`config.mk`:
```
export PLATFORM = sky130hd
export DESIGN_NAME = spi_wb_bridge_flat
export DESIGN_NICKNAME = d
export VERILOG_FILES = /design/src/rtl/spi_wb_bridge_if.sv /design/src/rtl/spi_wb_bridge.sv /design/src/flat_wrapper.sv
export SDC_FILE = /design/constraint.sdc
export NUM_CORES = 1
export LEC_CHECK = 0
export BUFFER_PORTS_ARGS = -buffer_cell sky130_fd_sc_hd__clkbuf_2
export CAP_MARGIN = 15
export CORE_MARGIN = 2
export CORE_UTILIZATION = 37
export DETAILED_ROUTE_END_ITERATION = 8
export PLACE_DENSITY = 0.61
export SLEW_MARGIN = 20
export SYNTH_ARGS = -nofsm -noshare
export SYNTH_HDL_FRONTEND = slang
export SYNTH_SLANG_ARGS = --single-unit
export TNS_END_PERCENT = 1
```
`constraint.sdc`:
```
create_clock -name wb_clock_i -period 2.85 [get_ports wb_clock_i]
set_clock_uncertainty 0.1 [all_clocks]
set_input_delay 0.4275 -clock wb_clock_i [delete_from_list [all_inputs] [get_ports wb_clock_i]]
set_output_delay 0.4275 -clock wb_clock_i [all_outputs]
set_load 0.02 [all_outputs]
```
`src/rtl/spi_wb_bridge_if.sv`:
```
// Wishbone master-side bus bundle for spi_wb_bridge (pipelined WB, one outstanding cycle).
interface spi_wb_bridge_if #(
  parameter int unsigned WB_ADDR_WIDTH = 17,
  parameter int unsigned DATA_WIDTH    = 8
);
  logic [WB_ADDR_WIDTH-1:0] wb_addr_o;
  logic [DATA_WIDTH-1:0]    wb_data_o;
  logic [DATA_WIDTH-1:0]    wb_data_i;
  logic                     wb_we_o;
  logic                     wb_cycle_o;
  logic                     wb_strobe_o;
  logic                     wb_stall_i;
  logic                     wb_ack_i;

  modport master (
    output wb_addr_o, wb_data_o, wb_we_o, wb_cycle_o, wb_strobe_o,
    input  wb_data_i, wb_stall_i, wb_ack_i
  );

  modport slave (
    input  wb_addr_o, wb_data_o, wb_we_o, wb_cycle_o, wb_strobe_o,
    output wb_data_i, wb_stall_i, wb_ack_i
  );
endinterface

```
`src/rtl/spi_wb_bridge.sv`:
```
// SPI byte stream to Wishbone master bridge, system clock domain.
// Command byte + optional 3 address bytes, then auto-incrementing WB writes/reads.
// Optional macro SPI_WB_BRIDGE_TIMEOUT_EN: abort a WB cycle after 1023 cycles without ack.
module spi_wb_bridge #(
  parameter int unsigned WB_ADDR_WIDTH = 17,
  parameter int unsigned DATA_WIDTH    = 8
) (
  input  logic                  wb_clock_i,
  input  logic                  wb_reset_ni,
  input  logic                  spi_cs_ni,
  input  logic                  spi_strobe_i,
  input  logic [DATA_WIDTH-1:0] spi_rx_i,
  output logic [DATA_WIDTH-1:0] spi_tx_o,
  output logic                  stall_o,
  output logic                  error_o,
  spi_wb_bridge_if.master       wb
);

  typedef enum logic [2:0] {
    S_IDLE, S_CMD, S_ADDR2, S_ADDR1, S_ADDR0, S_WR_DATA, S_RD_ISSUE, S_RD_WAIT
  } state_e;

`ifdef SPI_WB_BRIDGE_TIMEOUT_EN
  localparam int unsigned TO_W = 10;
  logic [TO_W-1:0] to_cnt_q, to_cnt_d;
  logic            timeout_hit;
`endif

  logic [1:0]               cs_sync_q, stb_sync_q;
  logic                     cs_prev_q, stb_prev_q;
  state_e                   state_q, state_d;
  logic [WB_ADDR_WIDTH-1:0] addr_q, addr_d;
  logic [DATA_WIDTH-1:0]    wdata_q, wdata_d;
  logic [DATA_WIDTH-1:0]    tx_q, tx_d;
  logic                     we_q, we_d, cyc_q, cyc_d, stb_q, stb_d;
  logic                     stall_q, stall_d, error_q, error_d;
  logic                     rd_op_q, rd_op_d, idle_pend_q, idle_pend_d;
  logic                     accept, cs_fall, cs_rise;

  // Edge detection on the synchronized SCK-domain signals.
  always_comb begin
    accept  = stb_sync_q[1] & ~stb_prev_q;
    cs_fall = cs_prev_q & ~cs_sync_q[1];
    cs_rise = ~cs_prev_q & cs_sync_q[1];
  end

  // Next-state: bus completion first, then the accepted byte, then CS transitions.
  always_comb begin
    state_d     = state_q;
    addr_d      = addr_q;
    wdata_d     = wdata_q;
    tx_d        = tx_q;
    we_d        = we_q;
    cyc_d       = cyc_q;
    stb_d       = stb_q;
    stall_d     = stall_q;
    error_d     = error_q;
    rd_op_d     = rd_op_q;
    idle_pend_d = idle_pend_q;
`ifdef SPI_WB_BRIDGE_TIMEOUT_EN
    to_cnt_d    = cyc_q ? to_cnt_q + TO_W'(1) : '0;
    timeout_hit = cyc_q & ~wb.wb_ack_i & (to_cnt_q == '1);
`endif

    // A byte that needed no bus cycle holds stall for exactly one cycle.
    if (stall_q && !cyc_q) stall_d = 1'b0;

    if (cyc_q) begin
      if (stb_q && !wb.wb_stall_i) stb_d = 1'b0;
      if (wb.wb_ack_i) begin
        cyc_d   = 1'b0;
        stb_d   = 1'b0;
        we_d    = 1'b0;
        stall_d = 1'b0;
        addr_d  = addr_q + WB_ADDR_WIDTH'(1);
        if (state_q == S_RD_ISSUE) begin
          tx_d    = wb.wb_data_i;
          state_d = S_RD_WAIT;
        end
      end
`ifdef SPI_WB_BRIDGE_TIMEOUT_EN
      else if (timeout_hit) begin
        cyc_d   = 1'b0;
        stb_d   = 1'b0;
        we_d    = 1'b0;
        stall_d = 1'b0;
        error_d = 1'b1;
        if (state_q == S_RD_ISSUE) begin
          tx_d    = '1;
          state_d = S_RD_WAIT;
        end
      end
`endif
    end

    if (accept && state_q != S_IDLE) begin
      if (stall_q) begin
        error_d = 1'b1;
      end else begin
        stall_d = 1'b1;
        case (state_q)
          S_CMD: begin
            case (spi_rx_i[DATA_WIDTH-1 -: 2])
              2'b00:   begin rd_op_d = 1'b0; state_d = S_ADDR2; end
              2'b01:   begin rd_op_d = 1'b1; state_d = S_ADDR2; end
              2'b10:   state_d = S_WR_DATA;
              default: begin
                state_d = S_RD_ISSUE;
                cyc_d   = 1'b1;
                stb_d   = 1'b1;
                we_d    = 1'b0;
              end
            endcase
          end
          S_ADDR2: begin
            addr_d  = WB_ADDR_WIDTH'({addr_q, spi_rx_i});
            state_d = S_ADDR1;
          end
          S_ADDR1: begin
            addr_d  = WB_ADDR_WIDTH'({addr_q, spi_rx_i});
            state_d = S_ADDR0;
          end
          S_ADDR0: begin
            addr_d = WB_ADDR_WIDTH'({addr_q, spi_rx_i});
            if (rd_op_q) begin
              state_d = S_RD_ISSUE;
              cyc_d   = 1'b1;
              stb_d   = 1'b1;
              we_d    = 1'b0;
            end else begin
              state_d = S_WR_DATA;
            end
          end
          S_WR_DATA: begin
            cyc_d   = 1'b1;
            stb_d   = 1'b1;
            we_d    = 1'b1;
            wdata_d = spi_rx_i;
          end
          S_RD_WAIT: begin
            state_d = S_RD_ISSUE;
            cyc_d   = 1'b1;
            stb_d   = 1'b1;
            we_d    = 1'b0;
          end
          default: ;
        endcase
      end
    end

    // CS deassert waits for any in-flight cycle; the address register is kept.
    if ((cs_rise || idle_pend_q) && !cyc_d) begin
      state_d     = S_IDLE;
      idle_pend_d = 1'b0;
    end else if (cs_rise) begin
      idle_pend_d = 1'b1;
    end

    if (cs_fall) begin
      state_d     = S_CMD;
      error_d     = 1'b0;
      idle_pend_d = 1'b0;
    end

    if (state_d != S_RD_ISSUE && state_d != S_RD_WAIT) tx_d = '0;
  end

  // State, synchronizers and registered outputs.
  always_ff @(posedge wb_clock_i or negedge wb_reset_ni) begin
    if (!wb_reset_ni) begin
      cs_sync_q   <= 2'b11;
      cs_prev_q   <= 1'b1;
      stb_sync_q  <= 2'b00;
      stb_prev_q  <= 1'b0;
      state_q     <= S_IDLE;
      addr_q      <= '0;
      wdata_q     <= '0;
      tx_q        <= '0;
      we_q        <= 1'b0;
      cyc_q       <= 1'b0;
      stb_q       <= 1'b0;
      stall_q     <= 1'b0;
      error_q     <= 1'b0;
      rd_op_q     <= 1'b0;
      idle_pend_q <= 1'b0;
`ifdef SPI_WB_BRIDGE_TIMEOUT_EN
      to_cnt_q    <= '0;
`endif
    end else begin
      cs_sync_q   <= {cs_sync_q[0], spi_cs_ni};
      cs_prev_q   <= cs_sync_q[1];
      stb_sync_q  <= {stb_sync_q[0], spi_strobe_i};
      stb_prev_q  <= stb_sync_q[1];
      state_q     <= state_d;
      addr_q      <= addr_d;
      wdata_q     <= wdata_d;
      tx_q        <= tx_d;
      we_q        <= we_d;
      cyc_q       <= cyc_d;
      stb_q       <= stb_d;
      stall_q     <= stall_d;
      error_q     <= error_d;
      rd_op_q     <= rd_op_d;
      idle_pend_q <= idle_pend_d;
`ifdef SPI_WB_BRIDGE_TIMEOUT_EN
      to_cnt_q    <= to_cnt_d;
`endif
    end
  end

  assign wb.wb_addr_o   = addr_q;
  assign wb.wb_data_o   = wdata_q;
  assign wb.wb_we_o     = we_q;
  assign wb.wb_cycle_o  = cyc_q;
  assign wb.wb_strobe_o = stb_q;
  assign spi_tx_o       = tx_q;
  assign stall_o        = stall_q;
  assign error_o        = error_q;

endmodule

```
`src/flat_wrapper.sv`:
```
// flat-port wrapper written by rule: the top's interface ports become plain ports
module spi_wb_bridge_flat 
#(
  parameter int unsigned WB_ADDR_WIDTH = 17,
  parameter int unsigned DATA_WIDTH    = 8
)
  (wb_clock_i, wb_reset_ni, spi_cs_ni, spi_strobe_i, spi_rx_i, spi_tx_o, stall_o, error_o, wb_wb_addr_o, wb_wb_data_o, wb_wb_we_o, wb_wb_cycle_o, wb_wb_strobe_o, wb_wb_data_i, wb_wb_stall_i, wb_wb_ack_i);
  spi_wb_bridge_if #(.WB_ADDR_WIDTH(WB_ADDR_WIDTH), .DATA_WIDTH(DATA_WIDTH)) wb_i ();
  input  logic wb_clock_i;
  input  logic wb_reset_ni;
  input  logic spi_cs_ni;
  input  logic spi_strobe_i;
  input  logic [DATA_WIDTH-1:0] spi_rx_i;
  output logic [DATA_WIDTH-1:0] spi_tx_o;
  output logic stall_o;
  output logic error_o;
  output wire logic [$bits(wb_i.wb_addr_o)-1:0] wb_wb_addr_o;
  output wire logic [$bits(wb_i.wb_data_o)-1:0] wb_wb_data_o;
  output wire logic [$bits(wb_i.wb_we_o)-1:0] wb_wb_we_o;
  output wire logic [$bits(wb_i.wb_cycle_o)-1:0] wb_wb_cycle_o;
  output wire logic [$bits(wb_i.wb_strobe_o)-1:0] wb_wb_strobe_o;
  input wire logic [$bits(wb_i.wb_data_i)-1:0] wb_wb_data_i;
  input wire logic [$bits(wb_i.wb_stall_i)-1:0] wb_wb_stall_i;
  input wire logic [$bits(wb_i.wb_ack_i)-1:0] wb_wb_ack_i;
  assign wb_wb_addr_o = wb_i.wb_addr_o;
  assign wb_wb_data_o = wb_i.wb_data_o;
  assign wb_wb_we_o = wb_i.wb_we_o;
  assign wb_wb_cycle_o = wb_i.wb_cycle_o;
  assign wb_wb_strobe_o = wb_i.wb_strobe_o;
  assign wb_i.wb_data_i = wb_wb_data_i;
  assign wb_i.wb_stall_i = wb_wb_stall_i;
  assign wb_i.wb_ack_i = wb_wb_ack_i;
  spi_wb_bridge #(.WB_ADDR_WIDTH(WB_ADDR_WIDTH), .DATA_WIDTH(DATA_WIDTH)) u_core (.wb_clock_i(wb_clock_i), .wb_reset_ni(wb_reset_ni), .spi_cs_ni(spi_cs_ni), .spi_strobe_i(spi_strobe_i), .spi_rx_i(spi_rx_i), .spi_tx_o(spi_tx_o), .stall_o(stall_o), .error_o(error_o), .wb(wb_i));
endmodule
```
==> flow_metrics.env <==
export IMPL_post_dp_hpwl_um=3640
export IMPL_yosysMostFrequentCell="dfrtp_1"
export IMPL_fmax_mhz=510
export IMPL_swShare_pct=40.0
export IMPL_cts_resized=0
export IMPL_synth_seq_area_share_pct=53.3
export IMPL_outcome="complete, no violations"
export IMPL_clk_pin_slew_ns=0.09
export IMPL_cts_buffer_depth=2
export IMPL_yosysUniqueCellTypes=39
export IMPL_slowest_stage="dfrtp_1"
export IMPL_die_h_um=83.0
export IMPL_power_density_nw_per_um2=848
export IMPL_post_route_period_util_pct=68.8
export IMPL_worst_slack_ns=0.889
export IMPL_hold_buffers=0
export IMPL_cp_data_required_time_ns=2.91
export IMPL_leakagePower_nw=1.30
export IMPL_cp_num_buf_inv=0
export IMPL_synthXorXnorAreaFrac_pct=6.07
export IMPL_grt_max_degree=29
export IMPL_cts_sinks=49
export IMPL_seqPwrFrac_pct=47.0
export IMPL_routedWlPerCell_um=13.9
export IMPL_drive_gt1_share_pct=31.0
export IMPL_finalSetupViolCount=0
export IMPL_initial_core_util_pct=38.5
export IMPL_drt_iter0_markers=89
export IMPL_drc_errors=0
export IMPL_finalCriticalPeriod_ns=1.96
export IMPL_hold_viol=0
export IMPL_grt_pass1_wl_um=8510
export IMPL_cts_max_level=2
export IMPL_dp_slack_ns=0.884
export IMPL_grt_antenna_before_repair=0
export IMPL_cp_slowest_stage_delay_ns=0.51
export IMPL_tns_ns=0
export IMPL_n_antenna_cell=0
export IMPL_synth_top_family_by_area="simple AND/OR/NAND/NOR gates"
export IMPL_grt_overflow_total=0
export IMPL_coreArea_um2=5990
export IMPL_slew_limit_headroom_pct=55.2
export IMPL_irDropWorstVdd_mv=0.408
export IMPL_grt_usage_pct=15.1
export IMPL_muxShareOfSynthArea_pct=8.30
export IMPL_port_buffers=59
export IMPL_ys_warn_count=0
export IMPL_drv_cap=0
export IMPL_root_buffer="clkbuf_8"
export IMPL_viasPerCell=5.01
export IMPL_wl_um=4950
export IMPL_synthArstFlopShare_pct=100
export IMPL_switchingPower_mw=0.941
export IMPL_place_area_um2=2690
export IMPL_area_delta_synth_final_pct=20.1
export IMPL_place_congestion=0.819
export IMPL_tightest_slew_ns=0.668
export IMPL_crit_arrival_ns=2.02
export IMPL_clock_power_share_pct=17.1
export IMPL_cts_buffers=5
export IMPL_postLayoutCellArea_um2=2770
export IMPL_synth_cells=217
export IMPL_worstSetupPathType="register to register"
export IMPL_final_core_util_pct=46.3
export IMPL_synthAdderAreaFrac_pct=0.542
export IMPL_synth_seq_cells=49
export IMPL_grt_setup_unrepaired="false"
export IMPL_syn_avg_cell_area_um2=10.6
export IMPL_synth_compound_area_share_pct=10.5
export IMPL_final_max_slew_viol_count=0
export IMPL_die_w_um=83.0
export IMPL_power_frac_comb_pct=35.9
export IMPL_netlist_top_cells_area="dfrtp_1, nor2_1, mux2_2"
export IMPL_crit_path_max_fanout=11
export IMPL_rows=28
export IMPL_firstDrtPassIters=4
export IMPL_ys_flop_type="dfrtp_1"
export IMPL_cts_tree="built"
export IMPL_post_cts_buffers=0
export IMPL_antenna_left=0
export IMPL_synth_edf_count=0
export IMPL_cpLargestDelayFamily="compound AO/OA/AOI/OAI gates"
export IMPL_ios=60
export IMPL_synth_area_um2=2310
export IMPL_fin_nets=303
export IMPL_finalPower_mw=2.35
export IMPL_clkLatencyLatePin_ns=0.31
export IMPL_worstSetupEndpointType="register"
export IMPL_die_area_um2=6880
export IMPL_grt_pass1_vias=1788
export IMPL_synth_common_cells="dfrtp_1, nor2_1, a21oi_1, nand2_1"
export IMPL_worst_setup_path_start_kind="register"
export IMPL_path_cells="and2b_4, a32oi_2, a211oi_2, o31ai_4, nor3_1"
export IMPL_holdCritPathClass="input pin to async pin"
export IMPL_via_count=1783
export IMPL_yosysTopAreaCellShare_pct=49.9
export IMPL_syn_nets=240
export IMPL_p_int_mw=1.41
export IMPL_synth_simple_area_share_pct=19.1
export IMPL_yosysTopAreaCell="dfrtp_1"
==> layer usage <==
layer | GRT usage (%) | wire length [um] | vias up
met5 | 0 | 0 | -
met4 | 5.81 | 65 | 0
met3 | 3.18 | 232 | 5
met2 | 24.0 | 2320 | 49
met1 | 20.2 | 2340 | 841
li1 | - | - | 888
==> worst paths after layout <==
| kind | endpoint | start | depth (start not counted) | slack, ns |
|---|---|---|---|---|
| setup / recovery | u_core.spi_tx_o[4]$_DFFE_PN0P_ | u_core.state_q[1]$_DFF_PN0_ | 5 | 0.89 |
| hold / removal | u_core.spi_tx_o[3]$_DFFE_PN0P_ | wb_reset_ni | 1 | 0.04 |
| setup reg to reg | u_core.spi_tx_o[4]$_DFFE_PN0P_ | u_core.state_q[1]$_DFF_PN0_ | 5 | 0.89 |
| hold reg to reg | u_core.cs_sync_q[1]$_DFF_PN1_ | u_core.cs_sync_q[0]$_DFF_PN1_ | 0 | 0.26 |
| max in group asynchronous | u_core.wb.wb_strobe_o$_DFF_PN0_ | wb_reset_ni | 2 | 1.98 |
| min in group wb_clock_i | u_core.cs_sync_q[0]$_DFF_PN1_ | spi_cs_ni | 1 | 0.09 |
==> cells in the final DEF, fill, tap and decap left out, types with 2 or more instances in the layout <==
cell      count
nor3_1       10
inv_1         5
xnor2_1       6
nor4_1        2
xor2_1       10
clkbuf_2     59
nand2_1      11
nor2_1       28
dfstp_2       3
nand2b_1      4
o21ai_0       6
clkbuf_8      5
mux2_2        9
buf_4         3
nor2b_1       4
nand3_1       9
dfrtp_1      46
and3_1        7
a21oi_1      20
o21ai_1       2
mux2i_1       9
nand4_1       3
clkbuf_1      2
==> registers in the layout, indices dropped and copies added (netlist names) <==
| signal | cells |
|---|---|
| u_core.wb.wb_we_o | 1 |
| u_core.spi_tx_o | 8 |
| u_core.wb.wb_data_o | 8 |
| u_core.wb.wb_cycle_o | 1 |
| u_core.stb_prev_q | 1 |
| u_core.idle_pend_q | 1 |
| u_core.stb_sync_q | 2 |
| u_core.cs_prev_q | 1 |
| u_core.stall_o | 1 |
| u_core.wb.wb_strobe_o | 1 |
| u_core.error_o | 1 |
| u_core.wb.wb_addr_o | 17 |
| u_core.cs_sync_q | 2 |
| u_core.state_q | 3 |
| u_core.rd_op_q | 1 |
==> cell families (layout without fill, tap and decap cells) <==
kind of cell | after synthesis | after routing
XOR/XNOR | 16 | 16
flip-flops | 49 | 49
AO/OA/AOI/OAI | 37 | 37
buffers and inverters | 11 | 75
adder cells (fa/ha/maj) | 1 | 1
multiplexers | 18 | 18
AND/OR/NAND/NOR | 85 | 85
==> per-stage QoR <==
stage,hold slack [ns],cells
after floorplan,0.0319,217
final,0.0372,356
after global placement,0.238,348
after CTS,0.0662,356
after detailed placement,0.245,348
after global routing,0.0769,356
==> power groups by stage <==
stage / combinational [mW] / clock [mW] / sequential [mW]
finish: 0.844 / 0.402 / 1.11
global route: 0.920 / 0.441 / 1.13
CTS: 0.852 / 0.419 / 1.10
detailed placement: 0.847 / 0 / 1.12
global placement: 0.840 / 0 / 1.11
floorplan: 0.366 / 0 / 1.29
==> cell type report <==
class / count / area (um2)
clock buffers: 7 / 76.3
clock inverters: 1 / 7.51
fillers: 583 / 3220
inverters: 5 / 18.8
multi-input cells: 157 / 1030
flip-flops and latches: 49 / 1230
well taps: 75 / 93.8
repair buffers: 62 / 318
Power figures use the tool's default switching activity.
